File: src/rtl/controlmux_pkg.sv
// controlmux_pkg: select encoding for the ID-stage control mux (real controls or an all-zero bubble)
package controlmux_pkg;
  typedef enum logic {SEL_CTRL = 1'b0, SEL_ZERO = 1'b1} controlmux_sel_t;
endpackage

File: src/rtl/hazard_pkg.sv
// hazard_pkg: FSM state type and limits shared by the hazard control unit
package hazard_pkg;
  typedef enum logic [1:0] {RUN = 2'd0, MEM_WAIT = 2'd1, FLUSH_PEND = 2'd2} hd_state_t;
  localparam int LOAD_DEPTH_MAX = 2;
endpackage

File: src/rtl/hazard_control_unit_if.sv
// hazard_control_unit_if: pipeline <-> hazard unit bundle
//   pipeline side (master) drives ID sources, EX/MEM load info, redirect and cache handshakes;
//   hazard unit side (slave) drives control-mux select, per-stage write enables, flush strobes, counters.
interface hazard_control_unit_if
  import controlmux_pkg::*;
#(
  parameter int REG_W = 5,
  parameter int CNT_W = 32
);
  logic [REG_W-1:0] ID_rs1_i;
  logic [REG_W-1:0] ID_rs2_i;
  logic             ID_rs1_used_i;
  logic             ID_rs2_used_i;
  logic             EX_mem_read_i;
  logic [REG_W-1:0] EX_rd_i;
  logic             MEM_mem_read_i;
  logic [REG_W-1:0] MEM_rd_i;
  logic             EX_redirect_i;
  logic             imem_req_i;
  logic             imem_resp_i;
  logic             dmem_req_i;
  logic             dmem_resp_i;
  controlmux_sel_t  HD_controlmux_sel_o;
  logic             HD_PC_write_o;
  logic             HD_IF_ID_write_o;
  logic             HD_ID_EX_write_o;
  logic             HD_EX_MEM_write_o;
  logic             HD_MEM_WB_write_o;
  logic             HD_IF_ID_flush_o;
  logic             HD_ID_EX_flush_o;
  logic [CNT_W-1:0] HD_stall_cnt_o;
  logic [CNT_W-1:0] HD_flush_cnt_o;
  modport master (
    output ID_rs1_i, ID_rs2_i, ID_rs1_used_i, ID_rs2_used_i, EX_mem_read_i, EX_rd_i,
           MEM_mem_read_i, MEM_rd_i, EX_redirect_i, imem_req_i, imem_resp_i, dmem_req_i, dmem_resp_i,
    input  HD_controlmux_sel_o, HD_PC_write_o, HD_IF_ID_write_o, HD_ID_EX_write_o, HD_EX_MEM_write_o,
           HD_MEM_WB_write_o, HD_IF_ID_flush_o, HD_ID_EX_flush_o, HD_stall_cnt_o, HD_flush_cnt_o
  );
  modport slave (
    input  ID_rs1_i, ID_rs2_i, ID_rs1_used_i, ID_rs2_used_i, EX_mem_read_i, EX_rd_i,
           MEM_mem_read_i, MEM_rd_i, EX_redirect_i, imem_req_i, imem_resp_i, dmem_req_i, dmem_resp_i,
    output HD_controlmux_sel_o, HD_PC_write_o, HD_IF_ID_write_o, HD_ID_EX_write_o, HD_EX_MEM_write_o,
           HD_MEM_WB_write_o, HD_IF_ID_flush_o, HD_ID_EX_flush_o, HD_stall_cnt_o, HD_flush_cnt_o
  );
endinterface

File: src/rtl/hazard_control_unit_sat_counter.sv
// sat_counter: W-bit event counter that sticks at all-ones
//   clk, rst (sync active-low), i_en (count this cycle) -> o_count
module sat_counter #(
  parameter int W = 32
) (
  input  logic         clk,
  input  logic         rst,
  input  logic         i_en,
  output logic [W-1:0] o_count
);
  logic [W-1:0] r_count;
  always_ff @(posedge clk)
    if (!rst) r_count <= '0;
    else if (i_en && r_count != '1) r_count <= r_count + 1'b1;
  assign o_count = r_count;
endmodule

File: src/rtl/hazard_control_unit.sv
// hazard_control_unit: pipeline stall/flush controller (load-use bubbles, cache-miss freeze, redirect flush)
//   clk, rst (sync active-low); hd: slave side of hazard_control_unit_if carrying hazard inputs,
//   per-stage write enables, control-mux select, flush strobes and saturating stall/flush counters.
module hazard_control_unit
  import hazard_pkg::*;
  import controlmux_pkg::*;
#(
  parameter int REG_W      = 5,
  parameter int LOAD_DEPTH = 1,
  parameter int CNT_W      = 32
) (
  input logic                  clk,
  input logic                  rst,
  hazard_control_unit_if.slave hd
);
  function automatic logic hit(input logic ld, input logic [REG_W-1:0] rd, input logic [REG_W-1:0] rs1,
                               input logic [REG_W-1:0] rs2, input logic u1, input logic u2);
    return ld && rd != '0 && ((u1 && rd == rs1) || (u2 && rd == rs2));
  endfunction
  hd_state_t r_state, w_state_nxt;
  logic r_redirect_pend;
  logic w_miss, w_lu, w_freeze, w_flush, w_bubble, w_pend;
  always_comb begin
    w_miss   = (hd.imem_req_i && !hd.imem_resp_i) || (hd.dmem_req_i && !hd.dmem_resp_i);
    w_lu     = hit(hd.EX_mem_read_i, hd.EX_rd_i, hd.ID_rs1_i, hd.ID_rs2_i, hd.ID_rs1_used_i, hd.ID_rs2_used_i) ||
               (LOAD_DEPTH >= LOAD_DEPTH_MAX &&
                hit(hd.MEM_mem_read_i, hd.MEM_rd_i, hd.ID_rs1_i, hd.ID_rs2_i, hd.ID_rs1_used_i, hd.ID_rs2_used_i));
    // MEM_WAIT still freezes on its response cycle so the returning data lands before anything moves
    w_freeze = w_miss || r_state == MEM_WAIT;
    w_flush  = !w_freeze && (r_state == FLUSH_PEND || hd.EX_redirect_i);
    w_bubble = !w_freeze && !w_flush && w_lu;
    w_pend   = r_redirect_pend || hd.EX_redirect_i;
    w_state_nxt = w_miss ? MEM_WAIT : (r_state == MEM_WAIT && w_pend) ? FLUSH_PEND : RUN;
  end
  assign hd.HD_controlmux_sel_o = w_bubble ? SEL_ZERO : SEL_CTRL;
  assign hd.HD_PC_write_o       = !w_freeze && !w_bubble;
  assign hd.HD_IF_ID_write_o    = !w_freeze && !w_bubble;
  assign hd.HD_ID_EX_write_o    = !w_freeze;
  assign hd.HD_EX_MEM_write_o   = !w_freeze;
  assign hd.HD_MEM_WB_write_o   = !w_freeze;
  assign hd.HD_IF_ID_flush_o    = w_flush;
  assign hd.HD_ID_EX_flush_o    = w_flush;
  // a redirect seen while frozen is remembered until the freeze ends; a miss in FLUSH_PEND keeps it pending
  always_ff @(posedge clk)
    if (!rst) begin
      r_state         <= RUN;
      r_redirect_pend <= 1'b0;
    end else begin
      r_state         <= w_state_nxt;
      r_redirect_pend <= w_freeze && w_pend;
    end
  sat_counter #(.W(CNT_W)) u_stall_cnt (
    .clk     (clk),
    .rst     (rst),
    .i_en    (w_freeze || w_bubble),
    .o_count (hd.HD_stall_cnt_o)
  );
  sat_counter #(.W(CNT_W)) u_flush_cnt (
    .clk     (clk),
    .rst     (rst),
    .i_en    (w_flush),
    .o_count (hd.HD_flush_cnt_o)
  );
endmodule

File: src/flat_wrapper.sv
// flat-port wrapper written by rule: the top's interface ports become plain ports
module hazard_control_unit_flat import hazard_pkg::*; import controlmux_pkg::*;
#(
  parameter int REG_W      = 5,
  parameter int LOAD_DEPTH = 1,
  parameter int CNT_W      = 32
)
  (clk, rst, hd_ID_rs1_i, hd_ID_rs2_i, hd_ID_rs1_used_i, hd_ID_rs2_used_i, hd_EX_mem_read_i, hd_EX_rd_i, hd_MEM_mem_read_i, hd_MEM_rd_i, hd_EX_redirect_i, hd_imem_req_i, hd_imem_resp_i, hd_dmem_req_i, hd_dmem_resp_i, hd_HD_controlmux_sel_o, hd_HD_PC_write_o, hd_HD_IF_ID_write_o, hd_HD_ID_EX_write_o, hd_HD_EX_MEM_write_o, hd_HD_MEM_WB_write_o, hd_HD_IF_ID_flush_o, hd_HD_ID_EX_flush_o, hd_HD_stall_cnt_o, hd_HD_flush_cnt_o);
  hazard_control_unit_if #(.REG_W(REG_W), .CNT_W(CNT_W)) hd_i ();
  input logic clk;
  input logic rst;
  input wire logic [$bits(hd_i.ID_rs1_i)-1:0] hd_ID_rs1_i;
  input wire logic [$bits(hd_i.ID_rs2_i)-1:0] hd_ID_rs2_i;
  input wire logic [$bits(hd_i.ID_rs1_used_i)-1:0] hd_ID_rs1_used_i;
  input wire logic [$bits(hd_i.ID_rs2_used_i)-1:0] hd_ID_rs2_used_i;
  input wire logic [$bits(hd_i.EX_mem_read_i)-1:0] hd_EX_mem_read_i;
  input wire logic [$bits(hd_i.EX_rd_i)-1:0] hd_EX_rd_i;
  input wire logic [$bits(hd_i.MEM_mem_read_i)-1:0] hd_MEM_mem_read_i;
  input wire logic [$bits(hd_i.MEM_rd_i)-1:0] hd_MEM_rd_i;
  input wire logic [$bits(hd_i.EX_redirect_i)-1:0] hd_EX_redirect_i;
  input wire logic [$bits(hd_i.imem_req_i)-1:0] hd_imem_req_i;
  input wire logic [$bits(hd_i.imem_resp_i)-1:0] hd_imem_resp_i;
  input wire logic [$bits(hd_i.dmem_req_i)-1:0] hd_dmem_req_i;
  input wire logic [$bits(hd_i.dmem_resp_i)-1:0] hd_dmem_resp_i;
  output wire logic [$bits(hd_i.HD_controlmux_sel_o)-1:0] hd_HD_controlmux_sel_o;
  output wire logic [$bits(hd_i.HD_PC_write_o)-1:0] hd_HD_PC_write_o;
  output wire logic [$bits(hd_i.HD_IF_ID_write_o)-1:0] hd_HD_IF_ID_write_o;
  output wire logic [$bits(hd_i.HD_ID_EX_write_o)-1:0] hd_HD_ID_EX_write_o;
  output wire logic [$bits(hd_i.HD_EX_MEM_write_o)-1:0] hd_HD_EX_MEM_write_o;
  output wire logic [$bits(hd_i.HD_MEM_WB_write_o)-1:0] hd_HD_MEM_WB_write_o;
  output wire logic [$bits(hd_i.HD_IF_ID_flush_o)-1:0] hd_HD_IF_ID_flush_o;
  output wire logic [$bits(hd_i.HD_ID_EX_flush_o)-1:0] hd_HD_ID_EX_flush_o;
  output wire logic [$bits(hd_i.HD_stall_cnt_o)-1:0] hd_HD_stall_cnt_o;
  output wire logic [$bits(hd_i.HD_flush_cnt_o)-1:0] hd_HD_flush_cnt_o;
  assign hd_i.ID_rs1_i = hd_ID_rs1_i;
  assign hd_i.ID_rs2_i = hd_ID_rs2_i;
  assign hd_i.ID_rs1_used_i = hd_ID_rs1_used_i;
  assign hd_i.ID_rs2_used_i = hd_ID_rs2_used_i;
  assign hd_i.EX_mem_read_i = hd_EX_mem_read_i;
  assign hd_i.EX_rd_i = hd_EX_rd_i;
  assign hd_i.MEM_mem_read_i = hd_MEM_mem_read_i;
  assign hd_i.MEM_rd_i = hd_MEM_rd_i;
  assign hd_i.EX_redirect_i = hd_EX_redirect_i;
  assign hd_i.imem_req_i = hd_imem_req_i;
  assign hd_i.imem_resp_i = hd_imem_resp_i;
  assign hd_i.dmem_req_i = hd_dmem_req_i;
  assign hd_i.dmem_resp_i = hd_dmem_resp_i;
  assign hd_HD_controlmux_sel_o = hd_i.HD_controlmux_sel_o;
  assign hd_HD_PC_write_o = hd_i.HD_PC_write_o;
  assign hd_HD_IF_ID_write_o = hd_i.HD_IF_ID_write_o;
  assign hd_HD_ID_EX_write_o = hd_i.HD_ID_EX_write_o;
  assign hd_HD_EX_MEM_write_o = hd_i.HD_EX_MEM_write_o;
  assign hd_HD_MEM_WB_write_o = hd_i.HD_MEM_WB_write_o;
  assign hd_HD_IF_ID_flush_o = hd_i.HD_IF_ID_flush_o;
  assign hd_HD_ID_EX_flush_o = hd_i.HD_ID_EX_flush_o;
  assign hd_HD_stall_cnt_o = hd_i.HD_stall_cnt_o;
  assign hd_HD_flush_cnt_o = hd_i.HD_flush_cnt_o;
  hazard_control_unit #(.REG_W(REG_W), .LOAD_DEPTH(LOAD_DEPTH), .CNT_W(CNT_W)) u_core (.clk(clk), .rst(rst), .hd(hd_i));
endmodule
File: config.mk
export PLATFORM = sky130hd
export DESIGN_NAME = hazard_control_unit_flat
export DESIGN_NICKNAME = d
export VERILOG_FILES = /design/src/rtl/controlmux_pkg.sv /design/src/rtl/hazard_pkg.sv /design/src/rtl/hazard_control_unit_if.sv /design/src/rtl/hazard_control_unit_sat_counter.sv /design/src/rtl/hazard_control_unit.sv /design/src/flat_wrapper.sv
export SDC_FILE = /design/constraint.sdc
export NUM_CORES = 1
export LEC_CHECK = 0
export BUFFER_PORTS_ARGS = -buffer_cell sky130_fd_sc_hd__buf_4
export CORE_MARGIN = 3
export CORE_UTILIZATION = 52
export DETAILED_ROUTE_END_ITERATION = 10
export GPL_ROUTABILITY_DRIVEN = 1
export PLACE_DENSITY = 0.81
export SLEW_MARGIN = 20
export SYNTH_ARGS = -nofsm -noshare
export SYNTH_HDL_FRONTEND = slang
export SYNTH_SLANG_ARGS = --single-unit
File: constraint.sdc
create_clock -name clk -period 4.3 [get_ports clk]
set_input_delay 1.29 -clock clk [delete_from_list [all_inputs] [get_ports clk]]
set_output_delay 1.29 -clock clk [all_outputs]
set_load 0.03 [all_outputs]
== Word-level counts from Yosys, hierarchy flattened ==
Index checks and enable logic that the tools add are counted.
Word-level totals
  register bits: 67
  logic and storage cells: 44
  bits of input ports: 31
  output and inout port bits: 72
Operators by class
  add/sub/neg operators: 2
  equal/unequal tests: 6
  multiplexer cells: 3
  bitwise logic cells: 1
  reductions and logical operators: 27
Operators with widths (count)
  $add 32x1->32 const B: 2
  $ne 32x32->1 const B: 2
  $logic_and 1x1->1: 14
  $eq 5x5->1: 2
  $logic_or 1x1->1: 6
  $logic_not 1->1: 5
  $reduce_bool 5->1: 1
  $eq 2x1->1 const B: 1
  $eq 2x2->1 const B: 1
  $mux 1: 2
  $mux 2: 1
  $reduce_or 2->1: 1
  $not 1->1: 1

== Longest topological paths before layout ==
Gate-level depths: netlist (run 1).
  word-level depth: 11
  gate-level depth with buffers: 9
  depth with buffers taken out: 8

== Hierarchy ==
Synthesis (run 1) repeated with hierarchy kept, for this count alone.
Second synthesis, totals
  cells, all modules: 441
  area total of the unflattened synthesis: 3724.8 um2
Modules (own cells, without submodules)
  sat_counter: cells an instance 200, area each 1704.1 um2, times used 2, seq. area each 640.6 um2
  hazard_control_unit: cells an instance 41, area each 316.6 um2, times used 1, seq. area each 60.1 um2

== Least setup slack after synthesis (run 1) ==
OpenSTA, ideal clock, no wires.
  path type: input -> output
  start: input hd_dmem_req_i
  end: output hd_HD_PC_write_o
  data arrival time: 3.189 ns
  stages: 7
  required time: 3.010 ns
  slack: -0.179 ns
  buffers on the path: 3
  cells stage by stage: nor2b_1 > or2_1 > a21oi_1 > a21boi_2 > buf_4 > buf_6 > buf_4
On the way
  word-level cells in the longest chain between the ends: 10
RTL lines
  start, declared: line flat_wrapper.sv:23  | input wire logic [$bits(hd_i.dmem_req_i)-1:0] hd_dmem_req_i;
  $logic_and 1x1->1 *: line hazard_control_unit.sv:24  | w_miss = (hd.imem_req_i && !hd.imem_resp_i) || (hd.dmem_req_i && !hd.dmem_resp_i);
  $logic_or 1x1->1 *: line hazard_control_unit.sv:24
  $logic_or 1x1->1 *: line hazard_control_unit.sv:29  | w_freeze = w_miss || r_state == MEM_WAIT;
  $logic_not 1->1 *
  named net hd_HD_EX_MEM_write_o: line flat_wrapper.sv:29  | output wire logic [$bits(hd_i.HD_EX_MEM_write_o)-1:0] hd_HD_EX_MEM_write_o;
  $logic_and 1x1->1: line hazard_control_unit.sv:30  | w_flush = !w_freeze && (r_state == FLUSH_PEND || hd.EX_redirect_i);
  $logic_not 1->1: line hazard_control_unit.sv:31  | w_bubble = !w_freeze && !w_flush && w_lu;
  $logic_and 1x1->1 (2 in a row): line hazard_control_unit.sv:31
  $logic_not 1->1: line hazard_control_unit.sv:36  | assign hd.HD_PC_write_o = !w_freeze && !w_bubble;
  $logic_and 1x1->1 *: line hazard_control_unit.sv:36
  end, declared: line flat_wrapper.sv:26  | output wire logic [$bits(hd_i.HD_PC_write_o)-1:0] hd_HD_PC_write_o;
Mark *: on every way through the listed nets, which the timed path passes. The rest lies on a longest branch.

== Worst setup path in the final report (run 1) ==
  start: input hd_EX_rd_i[0]
  end: output hd_HD_IF_ID_write_o
On the way
  word-level cells in the longest chain between the ends: 7
  elaborated cells between the ends (all ways): 11
  classes of those cells: 2 x eq/ne; 9 x reduce/logical
RTL lines
  start, declared: line flat_wrapper.sv:17  | input wire logic [$bits(hd_i.EX_rd_i)-1:0] hd_EX_rd_i;
  $eq 5x5->1: line hazard_control_unit.sv:18  | return ld && rd != '0 && ((u1 && rd == rs1) || (u2 && rd == rs2));
  $logic_and 1x1->1: line hazard_control_unit.sv:18
  $logic_or 1x1->1: line hazard_control_unit.sv:18
  $logic_and 1x1->1 *: line hazard_control_unit.sv:18
  $logic_and 1x1->1 *: line hazard_control_unit.sv:31
  $logic_not 1->1 *: line hazard_control_unit.sv:37  | assign hd.HD_IF_ID_write_o = !w_freeze && !w_bubble;
  $logic_and 1x1->1 *: line hazard_control_unit.sv:37
  end, declared: line flat_wrapper.sv:27  | output wire logic [$bits(hd_i.HD_IF_ID_write_o)-1:0] hd_HD_IF_ID_write_o;
Every way passes the cells marked *; elsewhere a longest branch is shown, timed or not.

==> results of run 1 <==
==> power by group <==
group	internal [mW]	total, mW	switching (mW)
clock	0.313	0.550	0.237
combinational	0.0513	0.122	0.0705
sequential	0.626	0.634	0.00777
==> Yosys cell counts, types with 2 or more instances <==
cell	instances	area share [%]
a21bo_2	2	0.59
a21oi_1	9	1.3
and2_1	7	1.3
and3_1	8	1.5
and4_1	4	1.0
buf_2	2	0.29
buf_4	5	1.1
clkbuf_1	10	1.1
dfxtp_1	67	39
ha_1	2	0.73
inv_1	8	0.88
mux2i_1	11	3.2
nand2_1	42	4.6
nand2b_1	11	2.0
nand3_1	18	2.6
nand3b_1	2	0.44
nand4_1	24	4.4
nor2_1	60	6.6
nor2b_1	3	0.55
nor3_1	25	3.7
nor3_2	3	0.88
nor3b_1	2	0.44
nor4_1	3	0.55
nor4b_2	2	0.88
o21ai_0	5	0.73
or3_1	4	0.73
or4_1	2	0.44
xnor2_1	47	12
xor2_1	8	2.1
==> logic make-up (layout without fill, tap and decap cells) <==
kind of cell             count (synthesis)  in the layout  share of synthesized area [%]
AND/OR/NAND/NOR                        225            225                           34.7
flip-flops                              67             67                           39.3
XOR/XNOR                                55             55                           14.1
buffers and inverters                   27            126                           3.81
AO/OA/AOI/OAI                           22             22                           4.18
multiplexers                            11             11                           3.22
adder cells (fa/ha/maj)                  2              2                          0.733
==> state kept, by name, summed over array words and instances (netlist names) <==
name                        flops
u_core.u_flush_cnt.o_count     32
u_core.r_redirect_pend          1
u_core.r_state                  2
u_core.u_stall_cnt.o_count     32
==> per-layer routing <==
layer  track usage, %  share of wire [%]
met3             5.11                8.1
met1             25.7                 42
met2             38.0                 48
met5                0                  0
met4             8.78                1.6
==> worst max-delay path: stages <==
cell      delay, ps
buf_4           120
or4_1           520
nor2_1          190
nor4b_4          80
a21boi_2        340
buf_4           240
==> final cells by class <==
cell class	count	area, um2
multi-input cells	315	1950
fillers	490	1740
flip-flops and latches	67	1340
clock inverters	4	47.5
repair buffers	101	758
clock buffers	12	165
inverters	9	33.8
well taps	75	93.8
==> final timing paths <==
kind,end,startpoint,slack (ps),cells past startpoint
hold reg to reg,u_core.r_state[1],u_core.r_state[0],490,2
hold / removal,u_core.r_state[1],u_core.r_state[0],490,2
setup reg to reg,u_core.u_stall_cnt.o_count[29],u_core.u_stall_cnt.o_count[5],1730,7
setup / recovery,hd_HD_IF_ID_write_o,hd_EX_rd_i[0],220,6
==> cell usage in the layout, fill, tap and decap left out, types with 3 or more instances in the layout <==
master / netlist / final
a21oi_1: 9 / 8
and2_1: 7 / 7
and3_1: 8 / 8
and4_1: 4 / 4
buf_4: 5 / 101
clkbuf_8: 0 / 12
dfxtp_1: 67 / 67
inv_1: 8 / 8
mux2i_1: 11 / 11
nand2_1: 42 / 42
nand2b_1: 11 / 11
nand3_1: 18 / 18
nand4_1: 24 / 24
nor2_1: 60 / 60
nor2b_1: 3 / 3
nor3_1: 25 / 25
nor3_2: 3 / 3
nor4_1: 3 / 3
o21ai_0: 5 / 5
or3_1: 4 / 4
xnor2_1: 47 / 47
xor2_1: 8 / 8
==> metrics by stage <==
stage               utilization (%)  setup WS, ps  cells
floorplan                         -          98.9    409
global placement               68.1           278    567
detailed placement             68.1           228    567
CTS                            71.6           219    583
global route                   71.6           166    583
finish                         71.6           224    583
==> results.md, run 1 <==
* Status: finished clean
* Vias/cell at 5.41
* Bufs on Longest Clock Path at 2
* Endpoints failing setup at 0
* Critical path type: in -> out
* Average instance area after synthesis at 8.35 um2
* Gr usage total at 21.8%
* Number of diodes at 0
* Post-DP HPWL at 6.12 mm
* Post_cts resized at 0
* Top_reg_cell synth: dfxtp_1
* Nets at roughly 540
* Max-Slew Margin vs Limit at 56.9%
* DP Area at 0.00417 mm2
* Pwr dens at 298 mW/mm2
* Clock skew at 9.10 ps
* Synthesized flop and latch total at 67
* Wirelength, routed at around 8.3 mm
* Synth Instances at 409
* Worst VDD drop at 0.168 mV
* Crit Path Max Fanout at 6
* Worst hold slack at 491 ps
* H-Tree Depth at 3
* Layout cells sized above 1 at ~26%
* Die area at about 0.0076 mm2
* Slew @ Worst Pin at approximately 640 ps
* Worst setup EP type: output port
* Global-route wire length before repair at 13.3 mm
* I/O Pins at 103
* DR WL/cell at 14.2 um
* Lkg Pwr at 1.74 nW
* Residual DRC at 0
* Count of unique library cells instantiated by Yosys at 42
* Initial Util at 55.7%
* Number of global-route vias before repair at 3061
* Asr flop ratio synth at 0%
* DR iter-0 viols at between 150 and 200
* Clock Pin Slew Worst Setup and Hold Paths at 70 ps
* Worst skew pair latency at 340 ps
* FP Rows at 28
* CTS sink count at 67
* Drt first pass iters at 4
* Vias at around 3200
* Initial antenna violation count at 0
* Ys Warns at 0
* I/O Buffers at 96
* Area grow syn2layout at 28.5%
* Post-layout minimum cycle time at around 4100 ps
* Post-CTS Setup Bufs at 0
* RSZ-0062 raised after global routing: false
* CTS tree: built
* Worst Path Arrival at 2790 ps
* Root buf cell: clkbuf_8
* Count of pins over their slew limit at 0
* Max Fclk at ~250 MHz
* Sequential fraction of the synthesis area at 39.3%
* Total Power at between 1 and 1.5 mW
* Hold WC Path Type: reg -> reg
* Die Span Y at 87.0 um
* CP required at 3010 ps
* Max_cap viols at 0
* CTS buffer count at 9
* Cts-stage hold buffer count at 0
* Final period util at 94.8%
* Syn Nets at roughly 440
* Post-route ant nets at 0
* Fin Setup TNS at 0 ps
* GR Overflow Total at 0
* CP Launch Type: input pin
* Cell area after synthesis at 0.00341 mm2
* Final Cell Area at 0.00439 mm2
* Final hold vios at 0
* Number of synthesized flops with an enable pin at 0
* Die X at 87.0 um
* GP Congestion at 0.826
* Largest net degree at the start of global routing at 28
* Core box area at 0.00613 mm2
Note: power is estimated with default switching activity, not from simulation.
==> inputs of run 2 (changes only) <==
==> constraint.sdc (replaced) <==
create_clock -name clk -period 4.3 [get_ports clk]
set_input_delay 0.43 -clock clk [delete_from_list [all_inputs] [get_ports clk]]
set_output_delay 0.43 -clock clk [all_outputs]
set_load 0.03 [all_outputs]
==> run 2 against run 1 <==
  * Hold slack got worse by 54 ps
  * Sequential power barely moved
  * Routed wire length fell by 5.6%
  * Global-route usage fell by 0.85 points
  * Critical path depth did not move
  * Core utilization fell by 1.3 points
  * Combinational power fell by 4%
  * Setup slack improved by 1400 ps
==> results.md, run 2 (synthesized netlist as in run 1, its figures left out) <==
* RSZ-0062 raised after global routing: false
* Worst Path Arrival at 2290 ps
* DR WL/cell at around 13 um
* Clock skew at around 5.8 ps
* Status: finished clean
* Max_cap viols at 0
* Grt met2 use at 35.7%
* Post-CTS Setup Bufs at 0
* CTS tree: built
* Bufs on Longest Clock Path at 2
* Clock Pin Slew Worst Setup and Hold Paths at around 70 ps
* Cts-stage hold buffer count at 0
* Vias at 3144
* Largest net degree at the start of global routing at 28
* Slew @ Worst Pin at 902 ps
* Crit-path slowest cell: a21boi_2
* Final Cell Area at 0.00431 mm2
* Post-DP HPWL at 5.71 mm
* Number of diodes at 0
* Vias/cell at between 5 and 6
* Worst skew pair latency at 340 ps
* DP Worst Slack at 1540 ps
* Post-route ant nets at 0
* I/O Pins at 103
* CTS sink count at 67
* CP Cell Sequence: buf_4, or4_1, nor2_1, nor4b_4, a21boi_2, buf_4
* GR Util met3 at approximately 4.4%
* Endpoints failing setup at 0
* CP peak stage delay at 650 ps
* Wirelength, routed at between 7 and 8 mm
* Worst setup EP type: output port
* Final Util at a little over two thirds
* H-Tree Depth at 3
* Initial Util at a little under three fifths
* Post_cts resized at 0
* DP Area at slightly above 0.004 mm2
* Die area at 0.00758 mm2
* CP required at 3870 ps
* Residual DRC at 0
* Die X at 87.0 um
* Seq. cell area at 0.00134 mm2
* Count of pins over their slew limit at 0
* Root buf cell: clkbuf_8
* CP Launch Type: input pin
* Die Span Y at 87.0 um
* Number of fill cells at 523
* CTS buffer count at 9
* Max Fclk at ~370 MHz
* Drt first pass iters at 4
* Post-layout minimum cycle time at 2720 ps
* Gr usage total at a little over a fifth
* Total Power at 1.20 mW
* Layout cells sized above 1 at 24.4%
* Max-Slew Margin vs Limit at around two fifths
* Final period util at 63.2%
* Fin Setup TNS at 0 ps
* Final WS setup at between 1500 and 2000 ps
* FP Rows at 28
* Global-route wire length before repair at approximately 13 mm
* Number of global-route vias before repair at a little under 3000
* Footprint of the multi-input gates at 0.00194 mm2
* GR Overflow Total at 0
* I/O Buffers at 96
* Lkg Pwr at 1.71 nW
* Worst VDD drop at between 0.15 and 0.2 mV
* Met1 usage at 25.4%
* Critical path type: in -> out
* Final hold vios at 0
* DR iter-0 viols at 110
* Worst hold slack at 438 ps
* Placed Instances at 564
* Initial antenna violation count at 0
* Nets at 533
* Largest delay share family, worst path: simple AND/OR/NAND/NOR gates
* Most common cell after layout, fill and taps aside: buf_4
* Core box area at 0.00613 mm2
* WP buf/inv at 2
* Highest-count cells in the layout ignoring fill and taps: buf_4 (98), dfxtp_1 (67), nor2_1 (60)
* Final cell count without fillers at 579
* GP Congestion at 0.783
* Area grow syn2layout at 26.2%
* Hold WC Path Type: in -> reg
* Crit Path Max Fanout at 18
* Critical path's most frequent cell: buf_4
* Grt peak-use layer: met2
* Pwr dens at 279 mW/mm2
==> run 2: changes by cell type in the layout (fill, tap and decap cells not counted), sizes merged <==
cell	previous run	this run
buf	101	98
clkinvlp	1	0
clkinv	3	4
bufinv	1	0
==> run 2: worst min-delay path: stages <==
cell and delay (ps):
buf_4 110, o21ai_0 110, nor2_1 80
==> run 2: worst paths after layout <==
| check | from | to | slack (ps) | cells past startpoint |
|---|---|---|---|---|
| setup / recovery | hd_EX_rd_i[0] | hd_HD_PC_write_o | 1580 | 6 |
| hold / removal | hd_EX_redirect_i | u_core.r_redirect_pend | 440 | 3 |
| setup reg to reg | u_core.u_stall_cnt.o_count[12] | u_core.u_stall_cnt.o_count[13] | 1760 | 7 |
| hold reg to reg | u_core.r_state[0] | u_core.r_state[1] | 480 | 2 |
==> run 2: area by class of cell <==
class,count,area share [%]
timing repair buffer,98,17.1
sequential,67,31.1
multi-input combinational,315,45.1
tap,75,2.18
clock inverter,3,0.349
clock buffer,12,3.37
inverter,9,0.784
==> run 2: power by group <==
group	internal [mW]	switching (mW)	total (mW)	leakage, nW
combinational	0.0491	0.0682	0.117	1.08
sequential	0.626	0.00791	0.634	0.541
clock	0.219	0.231	0.451	0.0860
total	0.895	0.307	1.20	1.71
==> run 2: routing by layer <==
layer	wire length (um)	share of wire, %
met1	3360	43
met2	3770	48
met3	565	7.2
met4	108	1.4
met5	0	0
==> inputs of run 3 (changes only) <==
--- a/config.mk
+++ b/config.mk
@@ -5,9 +5,10 @@
 export SDC_FILE = /design/constraint.sdc
 export NUM_CORES = 1
 export LEC_CHECK = 0
+export ABC_AREA = 1
 export BUFFER_PORTS_ARGS = -buffer_cell sky130_fd_sc_hd__buf_4
 export CORE_MARGIN = 3
-export CORE_UTILIZATION = 52
+export CORE_UTILIZATION = 55
 export DETAILED_ROUTE_END_ITERATION = 10
 export GPL_ROUTABILITY_DRIVEN = 1
 export PLACE_DENSITY = 0.81
==> constraint.sdc (replaced) <==
create_clock -name clk -period 2.72 [get_ports clk]
set_input_delay 0.272 -clock clk [delete_from_list [all_inputs] [get_ports clk]]
set_output_delay 0.272 -clock clk [all_outputs]
set_load 0.03 [all_outputs]
==> run 3 against run 2 <==
  * Sequential power rose by 58%
  * Area after synthesis rose by 28%
  * Global-route usage is 4.0 points higher
  * Routed wire length increased by 43%
  * Non-clock buffer count stayed put
  * Total power is 70% higher
  * Critical path type is now reg -> reg
  * Critical endpoint is now u_core.u_flush_cnt.o_count[6]
  * Largest cell class unchanged
==> results.md, run 3 <==
* Final hold vios at 0
* Asr flop ratio synth at 0%
* Global-route wire length before repair at 18.5 mm
* Crit Path Max Fanout at 32
* DR WL/cell at 12.2 um
* Synth Instances at 726
* Final Util at 70.2%
* Max_cap viols at 0
* Die X at ~95 um
* Fin Setup TNS at 0 ps
* Clk network pwr share at 39.1%
* GP Congestion at 0.896
* Critical path's most frequent cell: inv_2
* Initial antenna violation count at 0
* Die area at 0.00908 mm2
* Number of global-route vias before repair at 4353
* Syn Nets at about 760
* Final period util at 79.0%
* Top_reg_cell synth: dfxtp_1
* Reg power frac at 48.9%
* Logic gate share of total power at about an eighth
* Ys Warns at 0
* Area grow syn2layout at 19.8%
* Wirelength, routed at between 10 and 15 mm
* FF-to-FF setup slack at 570 ps
* Max Fclk at 465 MHz
* DR iter-0 viols at about 160
* CP Launch Type: flop
* Number of diodes at 0
* CP required at 3000 ps
* Count of unique library cells instantiated by Yosys at 34
* I/O Buffers at 96
* Cell area after synthesis at 0.00439 mm2
* Sw power at between 0.5 and 0.6 mW
* Count of pins over their slew limit at 0
* DP Worst Slack at about 630 ps
* Synth top area cells: dfxtp_1 (31%), nand2_1 (19%), nor2_1 (10%)
* Post-DP HPWL at 8.25 mm
* Sequential fraction of the synthesis area at roughly 30%
* Largest net degree at the start of global routing at 49
* Layout cells sized above 1 at 19.5%
* Root buf cell: clkbuf_8
* Bufs on Longest Clock Path at 2
* Most area-hungry cell type in the Yosys netlist: dfxtp_1
* RSZ-0062 raised after global routing: false
* Drt first pass iters at 5
* Clock Pin Slew Worst Setup and Hold Paths at about 80 ps
* CP Cell Sequence: ha_1, nand3_1, inv_1, nand2_2, inv_2, nand2_2, inv_2, nand2_4, nand2_8, inv_2, o21ai_0, a21oi_1
* Max-Slew Margin vs Limit at between 70% and 80%
* Synthesized flop and latch total at 67
* FP Rows at 31
* Switching share of power at 28.6%
* Gr usage total at 25.0%
* Critical path type: reg -> reg
* Status: finished clean
* Nets at roughly 840
* H-Tree Depth at 3
* Cts-stage hold buffer count at 0
* Most common cell after layout, fill and taps aside: nand2_1
* Synth top area share at 30.6%
* Crit-path slowest cell: inv_2
* Initial Util at 58.6%
* Vias at 4694
* Hold WC Path Type: in -> reg
* Post-route ant nets at 0
* Residual DRC at 0
* Most instantiated cells after synthesis: nand2_1 (226), nor2_1 (121), inv_1 (81), dfxtp_1 (67), nand3_1 (51)
* Worst setup EP type: flop
* Lkg Pwr at 2.39 nW
* CTS buffer count at 9
* P_int at 1.46 mW
* Number of synthesized flops with an enable pin at 0
* Post_cts resized at 0
* GR Overflow Total at 0
* Final WS setup at 571 ps
* Highest-count cells in the layout ignoring fill and taps: nand2_1 (225), nor2_1 (121), buf_4 (97)
* Worst Path Arrival at around 2400 ps
* I/O Pins at between 100 and 150
* Endpoints failing setup at 0
* Die Span Y at roughly 95 um
* CP peak stage delay at between 300 and 400 ps
* Post-CTS Setup Bufs at 0
* CTS tree: built
* CTS sink count at 67
* Worst VDD drop at 0.201 mV
* Post-layout minimum cycle time at 2150 ps
* Pwr dens at 388 mW/mm2
* Clock skew at between 8 and 9 ps
* Most common cell in the synthesized netlist: nand2_1
* Average instance area after synthesis at between 6 and 7 um2
* Vias/cell at slightly above 5
* Slew @ Worst Pin at 438 ps
* Core box area at about 0.0075 mm2
* Worst skew pair latency at 350 ps
-- run 3: cell count changes in the layout (fill, tap and decap cells not counted), sizes merged, moves of 7 or more --
cell,delta
nand2b,-11
mux2i,-11
nand3,+34
and3,-8
nand4,-11
and2,-7
a21oi,+49
inv,+83
nor2,+73
nor3,-13
xnor2,-42
nand2,+195
-- run 3: cells by family after synthesis --
family                     synth area share, %
AOI/OAI and AO/OA                         8.59
xor gates and xnor gates                  3.00
adders and majority gates                0.571
buffers and inverters                     12.3
DFF                                       30.6
and+or+nand+nor                           45.0
-- run 3: power groups by stage --
stage | clock (mW) | sequential (mW) | combinational, mW
3_3_place_gp | 0 | 1.02 | 0.237
5_1_grt | 0.839 | 1.00 | 0.267
2_1_floorplan | 0 | 1.03 | 0.173
6_report | 0.798 | 0.999 | 0.244
4_1_cts | 0.804 | 0.999 | 0.245
3_5_place_dp | 0 | 1.02 | 0.245
-- run 3: through the flow --
step | cells | area (um2) | hold WS, ps | power (mW)
after floorplan | 726 | 4390 | 459 | 1.21
after global placement | 898 | 5070 | 488 | 1.26
after detailed placement | 898 | 5070 | 492 | 1.27
after CTS | 914 | 5260 | 208 | 2.05
after global routing | 914 | 5260 | 238 | 2.11
final | 914 | 5260 | 213 | 2.04
-- run 3: worst max-delay path: cells and delay by family (launching register included) --
family / cells / cell delay (ps)
AO/OA/AOI/OAI: 2 / 340
adder cells (fa/ha/maj): 1 / 260
buffers and inverters: 4 / 540
flip-flops: 1 / 360
AND/OR/NAND/NOR: 5 / 570
-- run 3: final timing paths --
path	to	from	depth (start not counted)
worst max-delay path	u_core.u_flush_cnt.o_count[6]	u_core.u_flush_cnt.o_count[0]	12
worst min-delay path	u_core.r_state[0]	hd_imem_resp_i	4
worst max register to register	u_core.u_flush_cnt.o_count[6]	u_core.u_flush_cnt.o_count[0]	12
worst min register to register	u_core.u_flush_cnt.o_count[27]	u_core.u_flush_cnt.o_count[27]	2
-- run 3: cell type report --
cell class | instances | area [um2]
sequential | 67 | 1340
fill | 694 | 2230
multi-input combinational | 542 | 2510
timing repair buffer | 98 | 748
tap | 99 | 124
clock inverter | 5 | 36.3
inverter | 92 | 345
clock buffer | 11 | 151
-- run 3: routing by layer --
layer	global-route usage [%]	wire length, um	vias to the layer above
li1	-	-	2429
met1	28.8	4690	2128
met2	45.7	5640	112
met3	3.79	554	25
met4	9.98	274	0
met5	0	0	-
